`config.mk`:
```
export PLATFORM = sky130hd
export DESIGN_NAME = mc_control
export DESIGN_NICKNAME = d
export VERILOG_FILES = /design/src/rtl/mc_control.sv
export SDC_FILE = /design/constraint.sdc
export NUM_CORES = 1
export LEC_CHECK = 0
export CAP_MARGIN = 20
export CORE_MARGIN = 2
export CORE_UTILIZATION = 47
export CTS_CLUSTER_SIZE = 30
export DETAILED_ROUTE_END_ITERATION = 12
export MAX_ROUTING_LAYER = met4
export PLACE_DENSITY = 0.8
export SLEW_MARGIN = 25
export SYNTH_ARGS = -nofsm -noshare
export SYNTH_HDL_FRONTEND = slang
export SYNTH_SLANG_ARGS = --single-unit
```
`constraint.sdc`:
```
create_clock -name clock -period 2.5 [get_ports clock]
set_input_delay 0.75 -clock clock [delete_from_list [all_inputs] [get_ports clock]]
set_output_delay 0.75 -clock clock [all_outputs]
set_load 0.01 [all_outputs]
```
`src/rtl/mc_control.sv`:
```
// mc_control -- multicycle CPU control unit.
//
// Sequences the datapath through fetch, decode, execute and write-back for
// each instruction. It adds a bounded memory-wait watchdog, an optional trap
// on undefined opcodes, and a counter of retired instructions.
//
// Ports
//   clock, reset        system clock; synchronous active-high reset
//   N, Z                ALU negative / zero flags
//   instr[3:0]          opcode field of IR
//   mem_ready           memory completes the current read/write this cycle
//   PCwrite .. Stop     1-bit datapath controls
//   ALU2[2:0]           ALU operand-2 select
//   ALUop[2:0]          ALU operation
//   fault               sticky: illegal opcode or memory timeout
//   retired[CNT_W-1:0]  completed-instruction count (wraps)
module mc_control #(
  parameter int MEM_TIMEOUT  = 16,
  parameter int CNT_W        = 16,
  parameter int TRAP_ILLEGAL = 1
) (
  input  logic             clock,
  input  logic             reset,
  input  logic             N,
  input  logic             Z,
  input  logic [3:0]       instr,
  input  logic             mem_ready,
  output logic             PCwrite,
  output logic             MemRead,
  output logic             MemWrite,
  output logic             IRload,
  output logic             R1Sel,
  output logic             MDRload,
  output logic             R1R2Load,
  output logic             ALU1,
  output logic             ALUOutWrite,
  output logic             RFWrite,
  output logic             RegIn,
  output logic             FlagWrite,
  output logic             Stop,
  output logic [2:0]       ALU2,
  output logic [2:0]       ALUop,
  output logic             fault,
  output logic [CNT_W-1:0] retired
);

  // The wait counter only has to reach MEM_TIMEOUT-1.
  localparam int WAIT_W = (MEM_TIMEOUT > 1) ? $clog2(MEM_TIMEOUT) : 1;
  localparam logic [WAIT_W-1:0] WAIT_LAST =
    (MEM_TIMEOUT > 0) ? WAIT_W'(MEM_TIMEOUT - 1) : '0;

  typedef enum logic [4:0] {
    ST_RST, ST_FETCH, ST_DECODE, ST_ASN, ST_SHIFT, ST_WB,
    ST_ORI1, ST_ORI2, ST_ORI3, ST_LOAD, ST_LOAD_WB, ST_STORE,
    ST_BPZ, ST_BZ, ST_BNZ, ST_STOP, ST_FAULT
  } state_t;

  state_t             r_state;
  state_t             w_next;
  logic [WAIT_W-1:0]  r_wait;
  logic [CNT_W-1:0]   r_retired;
  logic               w_wait_inc;
  logic               w_timeout;
  logic               w_retire;

  // A memory access is waiting whenever a memory state sees mem_ready low.
  // Any other cycle clears the counter, so each access starts from zero.
  always_comb begin
    w_wait_inc = 1'b0;
    if ((r_state == ST_FETCH) || (r_state == ST_LOAD) || (r_state == ST_STORE))
      w_wait_inc = !mem_ready;
  end

  // A ready access is not a timeout, so a late ready still completes the
  // access normally.
  assign w_timeout = (MEM_TIMEOUT > 0) && w_wait_inc && (r_wait == WAIT_LAST);

  always_ff @(posedge clock) begin
    if (reset) begin
      r_state   <= ST_RST;
      r_wait    <= '0;
      r_retired <= '0;
    end else begin
      r_state <= w_next;
      r_wait  <= w_wait_inc ? (r_wait + WAIT_W'(1)) : '0;
      if (w_retire)
        r_retired <= r_retired + CNT_W'(1);
    end
  end

  assign retired = r_retired;

  always_comb begin
    w_next      = r_state;
    w_retire    = 1'b0;
    PCwrite     = 1'b0;
    MemRead     = 1'b0;
    MemWrite    = 1'b0;
    IRload      = 1'b0;
    R1Sel       = 1'b0;
    MDRload     = 1'b0;
    R1R2Load    = 1'b0;
    ALU1        = 1'b0;
    ALUOutWrite = 1'b0;
    RFWrite     = 1'b0;
    RegIn       = 1'b0;
    FlagWrite   = 1'b0;
    Stop        = 1'b0;
    ALU2        = 3'b000;
    ALUop       = 3'b000;
    fault       = 1'b0;

    case (r_state)
      ST_RST: w_next = ST_FETCH;

      ST_FETCH: begin
        MemRead = 1'b1;
        ALU2    = 3'b001;
        if (mem_ready) begin
          PCwrite = 1'b1;
          IRload  = 1'b1;
          w_next  = ST_DECODE;
        end else if (w_timeout) begin
          w_next = ST_FAULT;
        end
      end

      ST_DECODE: begin
        R1R2Load = 1'b1;
        case (instr)
          4'd4, 4'd6, 4'd8: w_next = ST_ASN;
          4'd3, 4'd11:      w_next = ST_SHIFT;
          4'd7, 4'd15:      w_next = ST_ORI1;
          4'd0:             w_next = ST_LOAD;
          4'd2:             w_next = ST_STORE;
          4'd13:            w_next = ST_BPZ;
          4'd5:             w_next = ST_BZ;
          4'd9:             w_next = ST_BNZ;
          4'd1:             w_next = ST_STOP;
          4'd10: begin
            w_next   = ST_FETCH;
            w_retire = 1'b1;
          end
          default: begin
            // Undefined opcodes (12, 14) either trap or behave as nop.
            if (TRAP_ILLEGAL != 0) begin
              w_next = ST_FAULT;
            end else begin
              w_next   = ST_FETCH;
              w_retire = 1'b1;
            end
          end
        endcase
      end

      ST_ASN: begin
        ALU1        = 1'b1;
        ALUOutWrite = 1'b1;
        FlagWrite   = 1'b1;
        case (instr)
          4'd6:    ALUop = 3'b001;
          4'd8:    ALUop = 3'b011;
          default: ALUop = 3'b000;
        endcase
        w_next = ST_WB;
      end

      ST_SHIFT: begin
        ALU1        = 1'b1;
        ALU2        = 3'b100;
        ALUop       = 3'b100;
        ALUOutWrite = 1'b1;
        FlagWrite   = 1'b1;
        w_next      = ST_WB;
      end

      ST_WB: begin
        RFWrite  = 1'b1;
        w_retire = 1'b1;
        w_next   = ST_FETCH;
      end

      ST_ORI1: begin
        R1Sel    = 1'b1;
        R1R2Load = 1'b1;
        w_next   = ST_ORI2;
      end

      ST_ORI2: begin
        ALU1        = 1'b1;
        ALU2        = 3'b011;
        ALUop       = 3'b010;
        ALUOutWrite = 1'b1;
        FlagWrite   = 1'b1;
        w_next      = ST_ORI3;
      end

      ST_ORI3: begin
        R1Sel    = 1'b1;
        RFWrite  = 1'b1;
        w_retire = 1'b1;
        w_next   = ST_FETCH;
      end

      ST_LOAD: begin
        MemRead = 1'b1;
        if (mem_ready) begin
          MDRload = 1'b1;
          w_next  = ST_LOAD_WB;
        end else if (w_timeout) begin
          w_next = ST_FAULT;
        end
      end

      ST_LOAD_WB: begin
        ALUOutWrite = 1'b1;
        RFWrite     = 1'b1;
        RegIn       = 1'b1;
        w_retire    = 1'b1;
        w_next      = ST_FETCH;
      end

      ST_STORE: begin
        MemWrite = 1'b1;
        if (mem_ready) begin
          w_retire = 1'b1;
          w_next   = ST_FETCH;
        end else if (w_timeout) begin
          w_next = ST_FAULT;
        end
      end

      ST_BPZ: begin
        ALU2     = 3'b010;
        PCwrite  = ~N;
        w_retire = 1'b1;
        w_next   = ST_FETCH;
      end

      ST_BZ: begin
        ALU2     = 3'b010;
        PCwrite  = Z;
        w_retire = 1'b1;
        w_next   = ST_FETCH;
      end

      ST_BNZ: begin
        ALU2     = 3'b010;
        PCwrite  = ~Z;
        w_retire = 1'b1;
        w_next   = ST_FETCH;
      end

      ST_STOP: Stop = 1'b1;

      ST_FAULT: begin
        Stop  = 1'b1;
        fault = 1'b1;
      end

      default: w_next = ST_RST;
    endcase
  end

endmodule

```
# == Word-level counts from Yosys, hierarchy flattened ==
# Cells that the tools add are included.
# Widths: inputs -> output; s select.
# totals
register_bits,25
out_inout_bits,36
wordCells,85
# classes
bitwise_logic,3
muxes,26
reduce_logical,21
n_eq_ne,30
add_sub_neg,2
# op_table
op,n
$pmux 5 s10,1
$pmux 5 s9,1
$eq 5x4->1 const B,8
$eq 4x4->1 const B,7
$eq 5x3->1 const B,4
$mux 5,4
$add 16x1->16 const B,1
$eq 4x3->1 const B,4
$reduce_or 2->1,8
$mux 1,15
$pmux 3 s4,1
$reduce_or 3->1,4
$eq 5x2->1 const B,2
$pmux 3 s3,1
$eq 4x2->1 const B,2
$reduce_or 7->1,1
$reduce_or 6->1,1
$eq 5x1->1 const B,1
$eq 5x5->1 const B,1
$logic_not 5->1,1
$add 4x1->4 const B,1
$eq 4x1->1 const B,1
$logic_not 4->1,1
$pmux 1 s4,1
other kinds (7),10

# == Depth between registers and ports, before layout ==
# Gate-level depths: netlist of run 1.
# depth
ltp_word,8
ltp_mapped,7
mapped_depth_nobuf,6

# == Least setup slack after synthesis of run 1 ==
# No wires, ideal clock.
# synth_path
path_kind,in2out
from,in instr[0]
to,out ALUop[0]
slack_ns,0.137
stages,3
arrival_time_ns,1.613
path_buffers,1
required_ns,1.750
path_cell_list,clkbuf_1 -> or4_1 -> a21oi_1
# synth_between
elab_chain_cells,3
# synth_lines
element,line,rtl
start: declaration,26,"input logic [3:0] instr,"
$eq 4x4->1 / $eq 4x3->1 (equally long branches),160,case (instr)
$pmux 2 s2 (*),160,
$pmux 3 s3 (*),113,case (r_state)
end: declaration,42,"output logic [2:0] ALUop,"
# Mark *: on every way between the ends. The rest lies on a longest branch, timed or not.

# == Worst setup path in the final report of run 1 ==
# layout_path
from,in instr[1]
to,out ALUop[1]
# The elaborated chain is that of the path after synthesis.

==> results.py, run 1 <==
metrics = {
    "worst_hold_path": {
        "min_path_type": "reg -> reg",
    },
    "worst_setup_path": {
        "cp.arrival_ns": 1.69,
        "r2r_slack_ns": 0.79,
        "crit_path_end_kind": "primary output",
        "cp_max_fo": 3,
        "worstSetupPathType": "in -> out",
        "cp-start-kind": "input pin",
        "cp.required_ns": 1.75,
        "cp_slowest_cell": "clkdlybuf4s50_1",
        "worstPathCellList": "clkdlybuf4s50_1, nor2_2, a21oi_1, nor3_1, buf_2",
        "crit_buf_inv": 2,
        "max_stage_delay_ns": 0.45,
        "crit_family": "buffers and inverters",
    },
    "clock_tree": {
        "cts_buffers": 3,
        "cts_num_sinks": 25,
        "hold_buffers": 0,
        "cts_htree_levels": 1,
        "cts_tree": "done",
        "root_buffer": "clkbuf_4",
        "path_clk_slew_ns": 0.13,
        "cts_max_path_buffers": 2,
        "clkLatencyLatePin_ns": 0.32,
    },
    "cells_and_area": {
        "drive_gt1_share_pct": 22.0,
        "area_growth_pct": 48.3,
        "num_antenna_cells": 0,
        "fin_nets": 289,
    },
    "global_routing": {
        "grt_pass1_vias": 1619,
        "antenna_found_initial": 0,
        "grt_start_max_net_pins": 24,
        "grt_pass1_wl_um": 7370,
        "overflow": 0,
        "globalRouteTotalUtil_pct": 23.3,
    },
    "synth": {
        "ys_warn_count": 0,
        "ys_seq_area_share_pct": 31.5,
        "synth_cell_types": 45,
        "avgSynthCellArea_sq_um": 7.55,
        "synth_ff_type": "dfxtp_1",
        "synth-edff-count": 0,
        "syn-cell-area_sq_um": 1590,
        "netlist_instances": 210,
        "synth_nets": 221,
        "synth_seq_cells": 25,
        "async_flop_share_pct": 0,
    },
    "timing": {
        "hold_viol_final": 0,
        "slew_violations": 0,
        "setup_viol": 0,
        "tightest_slew_ns": 0.534,
        "period_share_pct": 97.5,
        "setup_ws_ns": 0.0624,
        "skew_ns": 0.00535,
        "timing.fmax_mhz": 410,
        "finalCriticalPeriod_ns": 2.44,
        "tns_ns": 0,
        "holdWs_ns": 0.464,
        "relSlewSlack_pct": 64.1,
    },
    "outcome": {
        "status": "finished clean",
    },
    "power": {
        "vdd_drop_max_uv": 598,
        "p_per_area_nw_per_um2": 522,
        "fin_total_pwr_mw": 1.23,
        "power.leakage_nw": 1.04,
    },
    "floorplan": {
        "die_y_um": 62.1,
        "rows": 21,
        "core_sq_um": 3280,
        "io_pins": 45,
        "die_area_sq_um": 3860,
        "start_util_pct": 48.3,
        "die_w_um": 62.1,
    },
    "routing": {
        "dr.pass1.iters": 4,
        "vias": 1774,
        "drt.antenna.violating_nets": 0,
        "routedWlPerCell_um": 13.6,
        "routed_wl_um": 4380,
        "drcViolationCount": 0,
        "via_per_inst": 5.49,
        "drt-initial-drc-count": 119,
    },
    "placement": {
        "dp_slack_ns": -0.590,
        "dpl.hpwl_um": 3080,
        "gp_congestion": 0.936,
        "port_buffers": 44,
    },
    "flow_run": {
        "maxCapViolCount": 0,
    },
}
per-layer routing:
layer / share of wire [%] / vias to the layer above / routed length (um) / global-route usage (%)
li1: - / 894 / - / -
met1: 48 / 828 / 2100 / 31.1
met2: 47 / 46 / 2070 / 37.8
met3: 4.0 / 6 / 177 / 3.62
met4: 0.91 / 0 / 40 / 5.00
met5: 0 / - / 0 / -
state kept, by name (all words and copies together), names as in the netlist:
name	cells
retired	16
r_state	5
r_wait	4
per-stage QoR:
step | util, % | cells | area, sq um
floorplan | - | 210 | 1590
global placement | 67.4 | 311 | 2210
detailed placement | 67.4 | 311 | 2210
CTS | 69.2 | 316 | 2270
global route | 71.7 | 323 | 2350
finish | 71.7 | 323 | 2350
cells in the final DEF (no fill, tap or decap), types with 3 or more instances in the layout:
cell type and n:
buf_6 3, nor2_1 17, dfxtp_4 3, nor2_2 5, clkdlybuf4s50_1 18, nand4_1 3
o21ai_0 17, nor2b_1 5, o211ai_1 3, nand2b_1 5, dlygate4sd2_1 15, nor3b_1 4
a21oi_1 14, or3_1 7, and3_1 6, dlymetal6s2s_1 6, inv_1 4, dfxtp_1 21
nor3_1 7, nand3_1 7, buf_2 3, nand2_1 16, buf_4 30, xor2_1 9
nor4_1 3, clkbuf_4 3
timing repair:
item	in CTS	in global routing
setup endpoints to repair	20	6
pin swaps	3	1
gates resized for setup	51	10
setup buffers	1	7
gates cloned	0	0
worst reg2reg max path, cell delays in order (launching register included):
cell and delay [ns]:
dfxtp_2 0.39, buf_4 0.21, nand4b_1 0.17, a31oi_4 0.23, o211ai_1 0.18, or3_1 0.34, a21oi_1 0.14
logic make-up after synthesis:
group,count (synthesis),synth area share [%]
compound gates,51,20.8
xor+xnor,11,6.07
fa+ha+maj,2,1.58
buf+inv,19,5.13
flops,25,31.5
mux,2,1.26
simple gates,100,33.6
final timing paths:
check / to / depth (start not counted) / start
min reg2reg: r_wait[0] / 1 / r_wait[0]
min: r_wait[0] / 1 / r_wait[0]
max reg2reg: retired[14] / 6 / r_state[3]
max: ALUop[1] / 5 / instr[1]
cells in the mapped netlist (4+ instances only):
cell type  instances  area share, %
xor2_1             9            5.0
nor2_1            21            5.0
nor3b_1            4            1.9
or3_1              7            2.8
dfxtp_1           25             32
nand3_1            7            2.2
nor2b_1            6            2.4
clkbuf_1          11            2.6
o21ai_0           17            5.4
nand2b_1           5            2.0
nor3_1             9            2.8
and3_1             6            2.4
a21oi_1           15            4.7
inv_1              4           0.95
nand2_1           16            3.8
area by class of cell:
| cell class | count | area [sq um] |
|---|---|---|
| multi-input combinational | 166 | 1040 |
| fill | 280 | 931 |
| timing repair buffer | 78 | 698 |
| sequential | 25 | 513 |
| tap | 46 | 57.6 |
| clock buffer | 3 | 22.5 |
| inverter | 4 | 15.0 |
| clock inverter | 1 | 5.00 |
where the power goes:
part / leakage [nW] / internal, mW / switching [mW]
clock: 0.0177 / 0.0600 / 0.121
combinational: 0.817 / 0.296 / 0.283
sequential: 0.204 / 0.428 / 0.0400
Power figures use the tool's default switching activity.
==> inputs of run 2 (changes only) <==
- CORE_UTILIZATION: 47 -> 50
- CTS_CLUSTER_DIAMETER: not set -> 200
- PLACE_DENSITY: 0.8 -> 0.84
- clock period: 2.5 -> 2.9 ns (I/O delays scaled with it)
==> run 2 against run 1 <==
Non-clock buffer count fell by 15. Register-to-register slack improved by 0.29 ns. Critical path type is now reg -> out. Count of clock-buffer cells in the layout did not move. First-iteration DRC count fell by 28%. Largest power group unchanged. Critical endpoint is now ALU2[0]. Total power fell by 19%. Core utilization rose by 1.9 points. Global-route usage rose by 0.50 points. Sequential cell count did not move. Critical path depth fell by 1. Die area fell by 5.6%. Routed wire length fell by 7.4%. Sequential share of layout area rose by 1.4 points.
==> results.py, run 2 (synthesis gave the netlist of run 1 again) <==
metrics = {
    "routing": {
        "drcViolationCount": 0,
        "drt.antenna.violating_nets": 0,
        "via_per_inst": 5.55,
        "routedWlPerCell_um": 13.3,
        "drt-initial-drc-count": 86,
        "routed_wl_um": 4060,
        "dr.pass1.iters": 4,
        "vias": 1699,
    },
    "timing": {
        "holdWs_ns": 0.468,
        "timing.fmax_mhz": 353,
        "setup_viol": 0,
        "period_share_pct": 97.6,
        "grt_setup_unrepaired": "yes",
        "slew_violations": 0,
        "hold_viol_final": 0,
        "tightest_slew_ns": 0.431,
        "relSlewSlack_pct": 71.0,
        "finalCriticalPeriod_ns": 2.83,
        "skew_ns": 0.00145,
    },
    "placement": {
        "dpl.hpwl_um": 2990,
        "gp_congestion": 1.00,
        "dpl.cell_count": 302,
        "port_buffers": 44,
    },
    "worst_setup_path": {
        "r2r_slack_ns": 1.08,
        "worstSetupPathType": "reg -> out",
        "crit_path_end_kind": "primary output",
        "crit_buf_inv": 2,
        "cp_max_fo": 14,
        "worstPathCellList": "buf_4, nand2_1, nor4b_1, clkdlybuf4s50_1",
        "r2r_cells": 6,
        "cp-start-kind": "flop",
        "cp.arrival_ns": 1.96,
        "crit_family": "buffers and inverters",
        "crit-reg2reg-launch": "r_state[2]",
        "cp.required_ns": 2.03,
        "max_stage_delay_ns": 0.62,
        "r2r_end": "retired[14]",
        "cp_slowest_cell": "clkdlybuf4s50_1",
    },
    "floorplan": {
        "die_y_um": 60.3,
        "rows": 20,
        "start_util_pct": 52.4,
        "core_sq_um": 3030,
        "die_area_sq_um": 3640,
        "io_pins": 45,
        "die_w_um": 60.3,
    },
    "cells_and_area": {
        "fin_util_pct": 73.5,
        "area_growth_pct": 40.3,
        "num_antenna_cells": 0,
        "num-fill-cells": 247,
        "layout_commonest_cell": "clkdlybuf4s50_1",
        "largest_reg_flops": 16,
        "drive_gt1_share_pct": 15.6,
        "fin_nets": 274,
        "final_cell_mix": "35 x clkdlybuf4s50_1, 21 x dfxtp_1, 20 x nor2_1",
        "final_cells": 306,
    },
    "global_routing": {
        "grt_start_max_net_pins": 24,
        "antenna_found_initial": 0,
        "overflow": 0,
        "grt_pass1_wl_um": 6530,
        "grt_pass1_vias": 1490,
        "globalRouteTotalUtil_pct": 23.8,
    },
    "outcome": {
        "status": "finished clean",
    },
    "worst_hold_path": {
        "hp-start": "r_wait[0]",
        "min_path_type": "reg -> reg",
        "hold_depth": 1,
        "min_to": "r_wait[0]",
    },
    "clock_tree": {
        "cts_max_path_buffers": 2,
        "hold_buffers": 0,
        "root_buffer": "clkbuf_4",
        "clkLatencyLatePin_ns": 0.32,
        "cts_htree_levels": 1,
        "path_clk_slew_ns": 0.14,
        "cts_tree": "done",
        "cts_buffers": 3,
        "cts_num_sinks": 25,
    },
    "power": {
        "fin_total_pwr_uw": 990,
        "vdd_drop_max_uv": 471,
        "p_per_area_nw_per_um2": 445,
        "power.leakage_nw": 0.857,
    },
    "flow_run": {
        "maxCapViolCount": 0,
    },
}
==> run 2: through the flow <==
stage | worst slack (ns) | TNS [ns] | area (sq um)
finish | 0.0706 | 0 | 2230
global placement | -0.407 | -1.47 | 2160
global route | -0.0453 | -0.0453 | 2230
CTS | 0.00122 | 0 | 2200
floorplan | 0.297 | 0 | 1590
detailed placement | -0.423 | -1.54 | 2160
==> run 2: what timing repair did <==
| item | CTS | global route |
|---|---|---|
| resized for setup | 20 | 14 |
| setup buffers | 0 | 0 |
| setup endpoints to repair | 11 | 9 |
| pin swaps | 1 | 1 |
==> run 2: power breakdown <==
| part | total, mW | internal, mW | switching [mW] | leakage [nW] |
|---|---|---|---|---|
| Sequential | 0.414 | 0.369 | 0.0455 | 0.205 |
| Clock | 0.160 | 0.0528 | 0.107 | 0.0139 |
| Combinational | 0.416 | 0.208 | 0.207 | 0.638 |
==> run 2: layout make-up <==
type                       count  area, sq um  area share, %
inverter                       4         15.0          0.675
sequential                    25          515           23.2
tap                           44         55.1           2.47
multi-input combinational    166         1030           46.2
timing repair buffer          63          582           26.1
clock buffer                   3         22.5           1.01
clock inverter                 1         7.51          0.337
==> run 2: metal layers <==
metal	GRT usage (%)	routed length, um	vias up
li1	-	-	866
met5	-	0	-
met2	36.5	1930	48
met1	33.7	1940	785
met3	3.84	191	0
met4	3.81	0	0
==> run 2: how the worst max path moves through the flow <==
stage	startpoint	end	slack [ns]	depth (start not counted)
floorplan	instr[0]	ALUop[0]	0.30	3
global placement	instr[0]	ALUop[0]	-0.41	4
detailed placement	instr[0]	ALUop[0]	-0.42	4
CTS	r_state[1]	ALUOutWrite	0.001	5
global route	r_state[1]	ALU2[0]	-0.05	4
finish	r_state[2]	ALU2[0]	0.07	4
==> inputs of run 3 (changes only) <==
- CORE_MARGIN: 2 -> not set
- CORE_UTILIZATION: 50 -> 43
- PLACE_DENSITY: 0.84 -> 0.77
- clock period: 2.9 -> 2.4 ns (I/O delays scaled with it)
==> run 3 against run 2 <==
Sequential cell count stayed put. Clock power is 59% higher. Count of clock-buffer cells in the layout stayed put. First-iteration DRC count is 24% higher. Final area is 4.6% higher. Routed wire length is 6.9% higher. Sequential share of layout area is 1.3 points lower. Total power is 32% higher. Largest cell class unchanged.
==> results.py, run 3 (synthesis gave the netlist of run 1 again) <==
metrics = {
    "flow_run": {
        "maxCapViolCount": 0,
    },
    "cells_and_area": {
        "layout_commonest_cell": "buf_4",
        "drive_gt1_share_pct": 19.4,
        "largest_reg_flops": 16,
        "final_cells": 319,
        "num_antenna_cells": 0,
        "final_cell_mix": "27 x buf_4, 22 x dfxtp_1, 20 x dlygate4sd2_1",
        "final_area_sq_um": 2330,
        "area_growth_pct": 46.7,
        "fin_nets": 285,
    },
    "global_routing": {
        "globalRouteMet1Util_pct": 31.7,
        "grtUsageMet2_pct": 38.9,
        "grt_start_max_net_pins": 25,
        "grt_pass1_wl_um": 7540,
        "gr-max-usage-layer": "met2",
        "overflow": 0,
        "globalRouteTotalUtil_pct": 24.1,
        "use_met3_pct": 3.65,
        "grt_pass1_vias": 1607,
        "antenna_found_initial": 0,
    },
    "clock_tree": {
        "path_clk_slew_ns": 0.09,
        "cts_buffers": 3,
        "cts_max_path_buffers": 2,
        "cts_num_sinks": 25,
        "root_buffer": "clkbuf_8",
        "clkLatencyLatePin_ns": 0.27,
        "cts_htree_levels": 1,
        "cts_tree": "done",
    },
    "power": {
        "fin_total_pwr_mw": 1.31,
        "power.leakage_nw": 0.997,
        "vdd_drop_max_uv": 393,
        "p_per_area_nw_per_um2": 561,
    },
    "routing": {
        "via_per_inst": 5.50,
        "drcViolationCount": 0,
        "vias": 1754,
        "routedWlPerCell_um": 13.6,
        "drt.antenna.violating_nets": 0,
        "routed_wl_um": 4340,
        "drt-initial-drc-count": 107,
        "dr.pass1.iters": 4,
    },
    "worst_setup_path": {
        "crit_path_end_kind": "primary output",
        "r2r_end": "retired[15]",
        "cp_max_fo": 24,
        "cp-start-kind": "flop",
        "r2r_slack_ns": 0.63,
        "crit_family": "buffers and inverters",
        "cp.required_ns": 1.68,
        "max_stage_delay_ns": 0.53,
        "worstPathCellList": "buf_12, xnor2_1, and3_1, clkdlybuf4s50_1",
        "r2r_cells": 6,
        "cp.arrival_ns": 1.65,
        "crit_buf_inv": 2,
        "crit_start": "r_state[3]",
        "worstSetupPathType": "reg -> out",
        "cp_slowest_cell": "clkdlybuf4s50_1",
        "crit-reg2reg-launch": "r_state[3]",
    },
    "timing": {
        "hold_viol_final": 0,
        "holdWs_ns": 0.452,
        "tightest_slew_ns": 0.482,
        "slew_violations": 0,
        "grt_setup_unrepaired": "yes",
        "period_share_pct": 98.6,
        "skew_ns": 0.00200,
        "relSlewSlack_pct": 67.5,
        "timing.fmax_mhz": 423,
        "setup_viol": 0,
        "finalCriticalPeriod_ns": 2.37,
        "tns_ns": 0,
    },
    "placement": {
        "gp_congestion": 0.925,
        "dpl.cell_count": 313,
        "port_buffers": 44,
        "dpl.hpwl_um": 3160,
        "dpl_cell_area_sq_um": 2240,
    },
    "floorplan": {
        "rows": 21,
        "start_util_pct": 46.1,
        "core_sq_um": 3440,
        "die_w_um": 62.7,
        "die_area_sq_um": 3940,
        "io_pins": 45,
        "die_y_um": 62.7,
    },
    "outcome": {
        "status": "finished clean",
    },
    "worst_hold_path": {
        "min_path_type": "reg -> reg",
        "hp-start": "r_wait[0]",
        "min_to": "r_wait[0]",
        "hold_depth": 1,
    },
}
-- run 3: timing repair --
| item | CTS | global route |
|---|---|---|
| cloned | 0 | 0 |
| hold buffers | 0 | 0 |
| pin swaps | 5 | 0 |
| hold endpoints to repair | 0 | 0 |
| gates resized for setup | 49 | 3 |
| buffers inserted | 1 | 1 |
| endpoints found under the setup margin | 20 | 5 |
-- run 3: layout make-up --
type | count | area (sq um)
clock inverters | 1 | 7.51
well taps | 46 | 57.6
fillers | 296 | 1110
multi-input cells | 166 | 1040
flip-flops and latches | 25 | 509
inverters | 4 | 15.0
clock buffers | 3 | 41.3
repair buffers | 74 | 653
-- run 3: stage by stage --
stage,utilization [%],worst slack (ns)
2_1_floorplan,-,0.0972
3_3_place_gp,65.1,-0.611
3_5_place_dp,65.1,-0.640
4_1_cts,67.2,0.0283
5_1_grt,67.6,-0.0597
6_report,67.6,0.0341
-- run 3: where the power goes --
group          switching, mW  internal [mW]
combinational          0.286          0.279
sequential            0.0405          0.445
clock                  0.138          0.118
total                  0.464          0.842
-- run 3: worst max-delay path by stage --
| stage | end | slack [ns] | cells after the start |
|---|---|---|---|
| final | ALU2[1] | 0.03 | 4 |
| after floorplan | ALUop[0] | 0.1 | 3 |
| after global placement | ALUop[0] | -0.61 | 4 |
| after global routing | ALU2[1] | -0.06 | 4 |
| after CTS | ALU2[1] | 0.03 | 4 |
| after detailed placement | ALUop[0] | -0.64 | 4 |
-- run 3: metal layers --
| layer | part of all wire (%) | vias to the layer above |
|---|---|---|
| met5 | 0 | - |
| met4 | 0.99 | 0 |
| met3 | 4.2 | 6 |
| met2 | 47 | 49 |
| met1 | 47 | 803 |
| li1 | - | 896 |
